## config.mk

```make
export PLATFORM = sky130hd
export DESIGN_NAME = uart_tx_flat
export DESIGN_NICKNAME = d
export VERILOG_FILES = /design/src/rtl/uart_tx_if.sv /design/src/rtl/uart_tx.sv /design/src/flat_wrapper.sv
export SDC_FILE = /design/constraint.sdc
export NUM_CORES = 1
export LEC_CHECK = 0
export CORE_MARGIN = 2
export CORE_UTILIZATION = 30
export CTS_CLUSTER_SIZE = 25
export DETAILED_ROUTE_END_ITERATION = 12
export PLACE_DENSITY_LB_ADDON = 0.3
export SYNTH_ARGS = -nofsm -noshare
export SYNTH_HDL_FRONTEND = slang
export SYNTH_SLANG_ARGS = --single-unit
```

## constraint.sdc

```tcl
create_clock -name clk -period 2 [get_ports clk]
set_clock_uncertainty 0.15 [all_clocks]
set_input_delay 0.3 -clock clk [delete_from_list [all_inputs] [get_ports clk]]
set_output_delay 0.3 -clock clk [all_outputs]
set_load 0.01 [all_outputs]
```

## src/rtl/uart_tx_if.sv

```systemverilog
// Byte-in / serial-out handshake between a byte producer and uart_tx.
interface uart_tx_if;
    logic       new_data;
    logic [7:0] data_in;
    logic       tx_busy;
    logic       tx;

    modport master (output new_data, output data_in, input tx_busy, input tx);
    modport slave  (input new_data, input data_in, output tx_busy, output tx);
endinterface

```

## src/rtl/uart_tx.sv

```systemverilog
// UART transmitter: start bit, 8 data bits LSB first, optional even parity, 1 or 2 stop bits.
// Define UART_TX_PARITY_EN to insert the even-parity bit after data bit 7.
module uart_tx #(
    parameter int CLK_FREQ  = 50_000_000,
    parameter int BAUD      = 115200,
    parameter int STOP_BITS = 1
) (
    input logic      clk,
    input logic      reset_N,
    uart_tx_if.slave bus
);
    localparam int              CLKS_PER_BIT = CLK_FREQ / BAUD;
    localparam int              CNT_W        = (CLKS_PER_BIT > 1) ? $clog2(CLKS_PER_BIT) : 1;
    localparam logic [CNT_W-1:0] CNT_LAST    = CNT_W'(CLKS_PER_BIT - 1);
    localparam logic            LAST_STOP    = (STOP_BITS == 2);

    generate
        if (CLKS_PER_BIT < 2) begin : g_bad_baud
            $error("uart_tx: CLK_FREQ/BAUD must be at least 2");
        end
        if (STOP_BITS != 1 && STOP_BITS != 2) begin : g_bad_stop
            $error("uart_tx: STOP_BITS must be 1 or 2");
        end
    endgenerate

`ifdef UART_TX_PARITY_EN
    typedef enum logic [2:0] {IDLE, START, DATA, PARITY, STOP} state_e;
`else
    typedef enum logic [2:0] {IDLE, START, DATA, STOP} state_e;
`endif

    state_e           state_q, state_d;
    logic [CNT_W-1:0] cnt_q, cnt_d;
    logic [2:0]       bit_idx_q, bit_idx_d;
    logic             stop_cnt_q, stop_cnt_d;
    logic [7:0]       shift_q, shift_d;
    logic             tx_q, tx_d;
    logic             busy_q, busy_d;
`ifdef UART_TX_PARITY_EN
    logic             parity_q, parity_d;
`endif

    logic bit_done;
    assign bit_done = (cnt_q == CNT_LAST);

    // tx_d is the value of the bit that the next state will present, so tx
    // changes on the same edge as the state and stays a pure register output.
    always_comb begin
        // NOTE: every output of this block gets a default first so no path leaves it unassigned (no latches).
        state_d    = state_q;
        cnt_d      = cnt_q;
        bit_idx_d  = bit_idx_q;
        stop_cnt_d = stop_cnt_q;
        shift_d    = shift_q;
        tx_d       = tx_q;
        busy_d     = busy_q;
`ifdef UART_TX_PARITY_EN
        parity_d   = parity_q;
`endif
        if (state_q != IDLE) begin
            cnt_d = bit_done ? '0 : cnt_q + CNT_W'(1);
        end

        case (state_q)
            IDLE: begin
                tx_d   = 1'b1;
                busy_d = 1'b0;
                if (bus.new_data && !busy_q) begin
                    state_d  = START;
                    shift_d  = bus.data_in;
                    cnt_d    = '0;
                    tx_d     = 1'b0;
                    busy_d   = 1'b1;
`ifdef UART_TX_PARITY_EN
                    parity_d = ^bus.data_in;
`endif
                end
            end
            START: begin
                if (bit_done) begin
                    state_d   = DATA;
                    bit_idx_d = 3'd0;
                    tx_d      = shift_q[0];
                end
            end
            DATA: begin
                if (bit_done) begin
                    shift_d   = {1'b0, shift_q[7:1]};
                    bit_idx_d = bit_idx_q + 3'd1;
                    if (bit_idx_q == 3'd7) begin
`ifdef UART_TX_PARITY_EN
                        state_d    = PARITY;
                        tx_d       = parity_q;
`else
                        state_d    = STOP;
                        stop_cnt_d = 1'b0;
                        tx_d       = 1'b1;
`endif
                    end else begin
                        tx_d = shift_q[1];
                    end
                end
            end
`ifdef UART_TX_PARITY_EN
            PARITY: begin
                if (bit_done) begin
                    state_d    = STOP;
                    stop_cnt_d = 1'b0;
                    tx_d       = 1'b1;
                end
            end
`endif
            STOP: begin
                if (bit_done) begin
                    if (stop_cnt_q == LAST_STOP) begin
                        state_d = IDLE;
                        busy_d  = 1'b0;
                    end else begin
                        stop_cnt_d = 1'b1;
                    end
                    tx_d = 1'b1;
                end
            end
            default: begin
                state_d = IDLE;
                tx_d    = 1'b1;
                busy_d  = 1'b0;
            end
        endcase
    end

    always_ff @(posedge clk) begin
        // NOTE: sequential state uses non-blocking assignments so every register samples pre-edge values.
        if (!reset_N) begin
            state_q    <= IDLE;
            cnt_q      <= '0;
            bit_idx_q  <= 3'd0;
            stop_cnt_q <= 1'b0;
            shift_q    <= 8'h00;
            tx_q       <= 1'b1;
            busy_q     <= 1'b0;
`ifdef UART_TX_PARITY_EN
            parity_q   <= 1'b0;
`endif
        end else begin
            state_q    <= state_d;
            cnt_q      <= cnt_d;
            bit_idx_q  <= bit_idx_d;
            stop_cnt_q <= stop_cnt_d;
            shift_q    <= shift_d;
            tx_q       <= tx_d;
            busy_q     <= busy_d;
`ifdef UART_TX_PARITY_EN
            parity_q   <= parity_d;
`endif
        end
    end

    assign bus.tx      = tx_q;
    assign bus.tx_busy = busy_q;

endmodule

```

## src/flat_wrapper.sv

```systemverilog
// flat-port wrapper written by rule: the top's interface ports become plain ports
module uart_tx_flat 
#(
    parameter int CLK_FREQ  = 50_000_000,
    parameter int BAUD      = 115200,
    parameter int STOP_BITS = 1
)
  (clk, reset_N, bus_new_data, bus_data_in, bus_tx_busy, bus_tx);
  uart_tx_if bus_i ();
  input logic clk;
  input logic reset_N;
  input wire logic [$bits(bus_i.new_data)-1:0] bus_new_data;
  input wire logic [$bits(bus_i.data_in)-1:0] bus_data_in;
  output wire logic [$bits(bus_i.tx_busy)-1:0] bus_tx_busy;
  output wire logic [$bits(bus_i.tx)-1:0] bus_tx;
  assign bus_i.new_data = bus_new_data;
  assign bus_i.data_in = bus_data_in;
  assign bus_tx_busy = bus_i.tx_busy;
  assign bus_tx = bus_i.tx;
  uart_tx #(.CLK_FREQ(CLK_FREQ), .BAUD(BAUD), .STOP_BITS(STOP_BITS)) u_core (.clk(clk), .reset_N(reset_N), .bus(bus_i));
endmodule
```

# After elaboration in Yosys (flattened, before gate mapping)
# Cells that the tools add are included.
# word_totals
reg_bits	26
word_cells	67
inputBits	11
# op_classes
add_sub_neg	2
n_eq_ne	11
reduce_logical	14
n_bitwise	1
n_mux	32
# op_table
cell	count
2-to-1 mux 9 bit	4
2-to-1 mux 3 bit	8
2-to-1 mux 8 bit	2
one-hot mux 8 bit (2 select lines)	1
2-to-1 mux 1 bit	12
one-hot mux 3 bit (4 select lines)	1
AND reduction 3 bit	4
inequality test 2 x 1 -> 1 bit (second input constant)	5
adder 9 x 1 -> 9 bit (second input constant)	1
== test 9 bit (second input constant)	1
== test 3 x 2 -> 1 bit (second input constant)	2
one-hot mux 3 bit (2 select lines)	1
AND reduction 6 bit	1
nonzero test 2 bit	3
one-hot mux 1 bit (4 select lines)	1
AND reduction 4 bit	1
adder 3 x 1 -> 3 bit (second input constant)	1
== test 3 x 1 -> 1 bit (second input constant)	1
== test 3 bit (second input constant)	1
logical NOT 3 bit	1
one-hot mux 1 bit (3 select lines)	1
nonzero test 3 bit	1
inequality test 2 bit (second input constant)	1
one-hot mux 1 bit (2 select lines)	1
4 further kinds	4

# Logic depth before layout (Yosys ltp)
# Gate-level depths: netlist of the first run.
# logic_depth
ltp_word	5
ltp_mapped	8
depth_no_buf	6

# Worst setup path before layout of the first run
# OpenSTA, ideal clock, no wires.
# synth_path
path_type	register -> register
from	reg u_core.state_q[0]
to	reg u_core.shift_q[0]
stages_incl_launch_ff	8
arrival_time_ns	1.624
path_buffers	2
path_slack_ns	0.088
path_cell_list	dfxtp_1 inv_1 ha_1 clkbuf_1 clkbuf_1 mux2_2 nand2_1 mux2i_1
# synth_between
elab_chain_cells	3
# synth_lines
element	line_no	source
start: declaration	uart_tx.sv:32	state_e state_q, state_d;
start signal: assignment	uart_tx.sv:146	state_q <= state_d;
== test 3 x 2 -> 1 bit / logical NOT 3 bit (equally long branches)	uart_tx.sv:64	case (state_q)
inequality test 2 x 1 -> 1 bit (no line) / nonzero test 2 bit (equally long branches)	-	
AND reduction 3 bit (no line)	-	
end signal: assignment	uart_tx.sv:150	shift_q <= shift_d;
end: declaration	uart_tx.sv:36	logic [7:0] shift_q, shift_d;
# Parallel ways exist; a longest one is shown, timed or not.
# A chain may end at the register's enable or synchronous reset.

# Worst setup path in the final report of the first run
# layout_path
from	reg u_core.cnt_q[1]
to	reg u_core.shift_q[5]
# layout_between
elab_chain_cells	3
# layout_lines
element	line_no	source
start: declaration	uart_tx.sv:33	logic [CNT_W-1:0] cnt_q, cnt_d;
start signal: assignment	uart_tx.sv:147	cnt_q <= cnt_d;
== test 9 bit	uart_tx.sv:44	assign bit_done = (cnt_q == CNT_LAST);
inequality test 2 x 1 -> 1 bit (no line)	-	
AND reduction 3 bit (no line)	-	
# No other way between the ends.

==> results.sh, run 1 <==
export IMPL_slowest_stage="dfxtp_1"
export IMPL_vias_per_cell=5.06
export IMPL_synth_top_area_cell="dfxtp_1"
export IMPL_async_flop_share=0
export IMPL_grt_pass1_vias=1101
export IMPL_portBuffers=12
export IMPL_synth_net_count=170
export IMPL_synth_cell_types=32
export IMPL_hold_path_class="register to register"
export IMPL_fillers=431
export IMPL_initial_core_util=0.308
export IMPL_seq_area_frac_synth=0.363
export IMPL_postCtsSetupRepairBufs=0
export IMPL_synth_edf_count=0
export IMPL_fin_crit_sh=0.925
export IMPL_dieArea_um2=4960
export IMPL_cp_buffers_inverters=2
export IMPL_cp_max_fo=8
export IMPL_remaining_drc_errors=0
export IMPL_row_count=24
export IMPL_cts_resized=0
export IMPL_cts_sinks=24
export IMPL_yosys_area_share_simple=0.218
export IMPL_synthMostInstantiatedCell="nand2_1"
export IMPL_track_usage=0.114
export IMPL_p_per_area_nw_per_um2=1330
export IMPL_synth_xor_area_frac=0.0132
export IMPL_timing_fmax_mhz=541
export IMPL_drtIter0Drc=31
export IMPL_critical_path_required_ns=2.05
export IMPL_io_pins=13
export IMPL_worst_setup_hold_path_clk_slew_ns=0.09
export IMPL_syn_inst=150
export IMPL_routabilityCongestion=0.714
export IMPL_hold_viol=0
export IMPL_clock_root_buffer="clkbuf_8"
export IMPL_path_delay_family="simple AND/OR/NAND/NOR gates"
export IMPL_syn_area_um2=1320
export IMPL_drt_total_wl_um=2710
export IMPL_nets=189
export IMPL_grt_max_degree=25
export IMPL_synthAdderAreaFrac=0.0851
export IMPL_max_slew_worst_pin_slew_ns=0.374
export IMPL_crit_arrival_ns=1.90
export IMPL_yosys_mux_area_fraction=0.143
export IMPL_yosys_area_top_type_share=0.363
export IMPL_fin_tns_setup_ns=0
export IMPL_dp_final_hpwl_um=2100
export IMPL_maxCapViolations=0
export IMPL_maxSlewViolCount=0
export IMPL_synth_area_top_cells="dfxtp_1 (36%), ha_1 (8.5%), mux2i_1 (8.3%), nand2_1 (7.1%), mux2_2 (6.0%)"
export IMPL_cts_max_path_buffers=2
export IMPL_critPathLaunchType="register"
export IMPL_grt_first_pass_wirelength_um=4570
export IMPL_syn_to_final_growth_pct=23.9
export IMPL_numCtsBuffers=3
export IMPL_period_needed_ns=1.85
export IMPL_netlist_top_cells_count="nand2_1 (25), dfxtp_1 (24), a21oi_1 (12), mux2i_1 (11), ha_1 (9)"
export IMPL_slowest_delay_ns=0.35
export IMPL_hold_ws_ns=0.312
export IMPL_synth_compound_area_frac=0.149
export IMPL_vdd_drop_max_mv=0.654
export IMPL_die_w_um=70.4
export IMPL_routedWlPerCell_um=12.3
export IMPL_postRouteAntennaNets=0
export IMPL_clock_latency_ns=0.27
export IMPL_diodes=0
export IMPL_p_leak_nw=0.636
export IMPL_drive_gt1_frac=0.149
export IMPL_setup_viol=0
export IMPL_firstDrtPassIters=6
export IMPL_synth_top_family_by_area="simple AND/OR/NAND/NOR gates"
export IMPL_num_vias=1114
export IMPL_h_tree_depth=1
export IMPL_cts_tree="yes"
export IMPL_critPathKind="register to register"
export IMPL_rsz0062_at_grt="no"
export IMPL_antenna_found_initial=0
export IMPL_ys_flop_type="dfxtp_1"
export IMPL_core_um2=4290
export IMPL_synth_seq_cells=24
export IMPL_grt_overflow_total=0
export IMPL_slew_headroom=0.750
export IMPL_avgSynthCellArea_um2=8.82
export IMPL_status="finished, final reports clean"
export IMPL_ys_warn_count=0
export IMPL_die_h_um=70.4
export IMPL_cp_end_kind="register"
export IMPL_r2r_setup_slack_ns=0.15
export IMPL_crit_chain="inv_1 > ha_1 > and4_1 > nand2_2 > a211oi_4 > buf_12 > mux2i_1"
export IMPL_ctsHoldBuffers=0
[power breakdown]
group | internal [W] | leakage (nW) | switching (W)
Sequential | 0.000614 | 0.196 | 0.0000987
Combinational | 0.000528 | 0.405 | 0.000517
Clock | 0.000268 | 0.0357 | 0.000160
Total | 0.00141 | 0.636 | 0.000776
[tightest hold or removal path: cells and delay by family, from the launching register on]
| family | cells | cell delay [ns] |
|---|---|---|
| DFF | 1 | 0.32 |
| muxes | 1 | 0.05 |
| and+or+nand+nor | 1 | 0.05 |
[cell type report]
cell class,count,area (µm²),area share
inverter,4,15.0,0.00916
sequential,24,480,0.293
clock buffer,3,41.3,0.0252
tap,52,65.1,0.0397
clock inverter,1,30.0,0.0183
timing repair buffer,20,193,0.118
multi-input combinational,116,815,0.497
[per-layer routing]
layer / routed length, µm / part of all wire / up-vias / track usage
li1: - / - / 566 / -
met1: 1260 / 0.46 / 520 / 0.138
met2: 1310 / 0.48 / 23 / 0.194
met3: 112 / 0.041 / 5 / 0.0303
met4: 34 / 0.013 / 0 / 0.0427
met5: 0 / 0 / - / 0
[cells by family after synthesis]
family | count (synthesis)
fa+ha+maj | 9
xor+xnor | 2
compound gates | 30
mux | 18
buf+inv | 10
simple gates | 57
flops | 24
[path summary, 6_finish.rpt]
kind	startpoint	end	depth (start not counted)
min reg2reg	u_core.shift_q[2]	u_core.shift_q[2]	2
min	u_core.shift_q[2]	u_core.shift_q[2]	2
max reg2reg	u_core.cnt_q[1]	u_core.shift_q[5]	7
max	u_core.cnt_q[1]	u_core.shift_q[5]	7
[cells in the final DEF (no fill, tap or decap), types with 5 or more instances in the layout]
cell type	instances
buf_4	7
dfxtp_1	24
ha_1	9
nor2_1	7
nand3_1	5
mux2_2	7
o21ai_0	6
clkdlybuf4s50_1	12
a21oi_1	12
nand2_1	25
mux2i_1	11
[flip-flops by register name, summed over array words and instances (netlist names)]
register / count
u_core.bit_idx_q: 3
u_core.bus.tx: 1
u_core.bus.tx_busy: 1
u_core.cnt_q: 9
u_core.shift_q: 8
u_core.state_q: 2
[stage by stage]
stage	utilization	setup slack, ns	instances	area (µm²)	power (W)
floorplan	-	0.0877	150	1320	0.00139
global placement	0.363	0.0731	216	1560	0.00173
detailed placement	0.363	0.0432	216	1560	0.00176
CTS	0.379	0.0224	220	1630	0.00219
global route	0.382	0.0383	220	1640	0.00234
finish	0.382	0.151	220	1640	0.00219
Note: power is estimated with default switching activity, not from simulation.
==> run 2, diff against run 1 <==
Settings changed: CORE_UTILIZATION 30 to 50, GPL_TIMING_DRIVEN set to 1.
==> run 2 against run 1 <==
Fmax rose by 0.13%; global-route usage rose by 6.0 points; combinational power fell by 4%; utilization rose by 25 points; cell area fell by 4.4%; die area fell by 38%; clock-buffer cell count rose by 1; critical endpoint is now u_core.shift_q[2]; setup slack improved by 0.0024 ns; clock power fell by 40%; register-to-register slack barely moved; largest cell class unchanged; via count fell by 0.18%; critical path depth did not move.
==> results.sh, run 2 (synthesis results as in run 1) <==
export IMPL_core_um2=2500
export IMPL_cp_max_fo=8
export IMPL_clock_latency_ns=0.32
export IMPL_finalInstanceArea_um2=1570
export IMPL_nets=188
export IMPL_hold_path_class="register to register"
export IMPL_antenna_found_initial=0
export IMPL_postCtsSetupRepairBufs=0
export IMPL_max_slew_worst_pin_slew_ns=0.465
export IMPL_remaining_drc_errors=0
export IMPL_maxSlewViolCount=0
export IMPL_slew_headroom=0.688
export IMPL_final_cell_mix="nand2_1 (25), dfxtp_1 (24), a21oi_1 (12), clkdlybuf4s50_1 (12), mux2i_1 (11)"
export IMPL_drtIter0Drc=24
export IMPL_grt_overflow_total=0
export IMPL_dieArea_um2=3070
export IMPL_ctsHoldBuffers=0
export IMPL_grt_max_degree=25
export IMPL_seqCellArea_um2=480
export IMPL_setup_ws_ns=0.153
export IMPL_routabilityCongestion=0.882
export IMPL_track_usage=0.174
export IMPL_rsz0062_at_grt="no"
export IMPL_grt_pass1_vias=1054
export IMPL_drt_total_wl_um=2590
export IMPL_hold_viol=0
export IMPL_critPathKind="register to register"
export IMPL_initial_core_util=0.529
export IMPL_largest_reg_flops=9
export IMPL_clock_root_buffer="clkbuf_4"
export IMPL_reg_top3="u_core.cnt_q (9), u_core.shift_q (8), u_core.bit_idx_q (3)"
export IMPL_fin_crit_sh=0.923
export IMPL_num_vias=1112
export IMPL_crit_arrival_ns=1.95
export IMPL_setup_viol=0
export IMPL_mostFrequentLayoutCell="nand2_1"
export IMPL_die_w_um=55.4
export IMPL_routedWlPerCell_um=13.1
export IMPL_cp_end_kind="register"
export IMPL_row_count=18
export IMPL_p_leak_nw=0.617
export IMPL_vdd_drop_max_mv=0.981
export IMPL_status="finished, final reports clean"
export IMPL_cts_max_path_buffers=2
export IMPL_dpl_cell_area_um2=1520
export IMPL_power_total_w=0.00198
export IMPL_cts_tree="yes"
export IMPL_multi_input_area_um2=813
export IMPL_firstDrtPassIters=4
export IMPL_cts_sinks=24
export IMPL_p_per_area_nw_per_um2=1260
export IMPL_postRouteAntennaNets=0
export IMPL_maxCapViolations=0
export IMPL_die_h_um=55.4
export IMPL_io_pins=13
export IMPL_syn_to_final_growth_pct=18.5
export IMPL_grt_first_pass_wirelength_um=4400
export IMPL_hold_ws_ns=0.316
export IMPL_period_needed_ns=1.85
export IMPL_numCtsBuffers=3
export IMPL_dp_slack_ns=-0.0930
export IMPL_diodes=0
export IMPL_fillers=216
export IMPL_portBuffers=12
export IMPL_top_register="u_core.cnt_q"
export IMPL_vias_per_cell=5.64
export IMPL_critPathLaunchType="register"
export IMPL_h_tree_depth=1
export IMPL_drive_gt1_frac=0.150
export IMPL_timing_fmax_mhz=541
export IMPL_critical_path_required_ns=2.11
export IMPL_dp_final_hpwl_um=1930
export IMPL_worst_setup_hold_path_clk_slew_ns=0.13
-- run 2: metrics by stage --
step,std cells,setup TNS [ns],util
floorplan,150,0,-
global placement,193,-0.217,0.609
detailed placement,193,-0.745,0.609
CTS,197,0,0.624
global route,197,0,0.627
finish,197,0,0.627
-- run 2: area by class of cell --
type / count / share of cell area
multi-input combinational: 116 / 0.519
timing repair buffer: 19 / 0.118
clock buffer: 4 / 0.0231
tap: 30 / 0.0239
inverter: 4 / 0.00958
sequential: 24 / 0.306
-- run 2: routing by layer --
metal | global-route usage | vias to the layer above | part of all wire
met5 | 0 | - | 0
met4 | 0.0697 | 0 | 0.013
met3 | 0.0211 | 5 | 0.029
met2 | 0.313 | 18 | 0.51
met1 | 0.208 | 526 | 0.44
li1 | - | 563 | -
-- run 2: worst max-delay path, cell delays in order (launching register included) --
cell      delay, ns
dfxtp_1        0.37
inv_1          0.07
ha_1           0.14
and4_2         0.27
nand2_2        0.12
a211oi_4       0.32
buf_12         0.17
mux2i_1        0.18
-- run 2: power by group --
part | switching [W] | leakage, nW | internal, W
clock network | 0.000147 | 0.0210 | 0.000111
logic | 0.000498 | 0.400 | 0.000512
registers | 0.0000967 | 0.196 | 0.000614
total | 0.000742 | 0.617 | 0.00124
-- run 2: final timing paths --
| check | startpoint | endpoint | slack (ns) | cells after the start |
|---|---|---|---|---|
| min | u_core.shift_q[7] | u_core.shift_q[7] | 0.32 | 2 |
| max reg2reg | u_core.cnt_q[1] | u_core.shift_q[2] | 0.15 | 7 |
| min reg2reg | u_core.shift_q[7] | u_core.shift_q[7] | 0.32 | 2 |
| max | u_core.cnt_q[1] | u_core.shift_q[2] | 0.15 | 7 |
-- run 2: repair_timing --
action / CTS / global route
endpoints found under the setup margin: 0 / 15
endpoints found under the hold margin: 0 / 0
gates resized for setup: 0 / 3
==> run 3, diff against run 2 <==
Settings changed: SLEW_MARGIN set to 0.
==> results of run 3 <==
No change in the layout: final DEF, timing and power equal those of run 2.
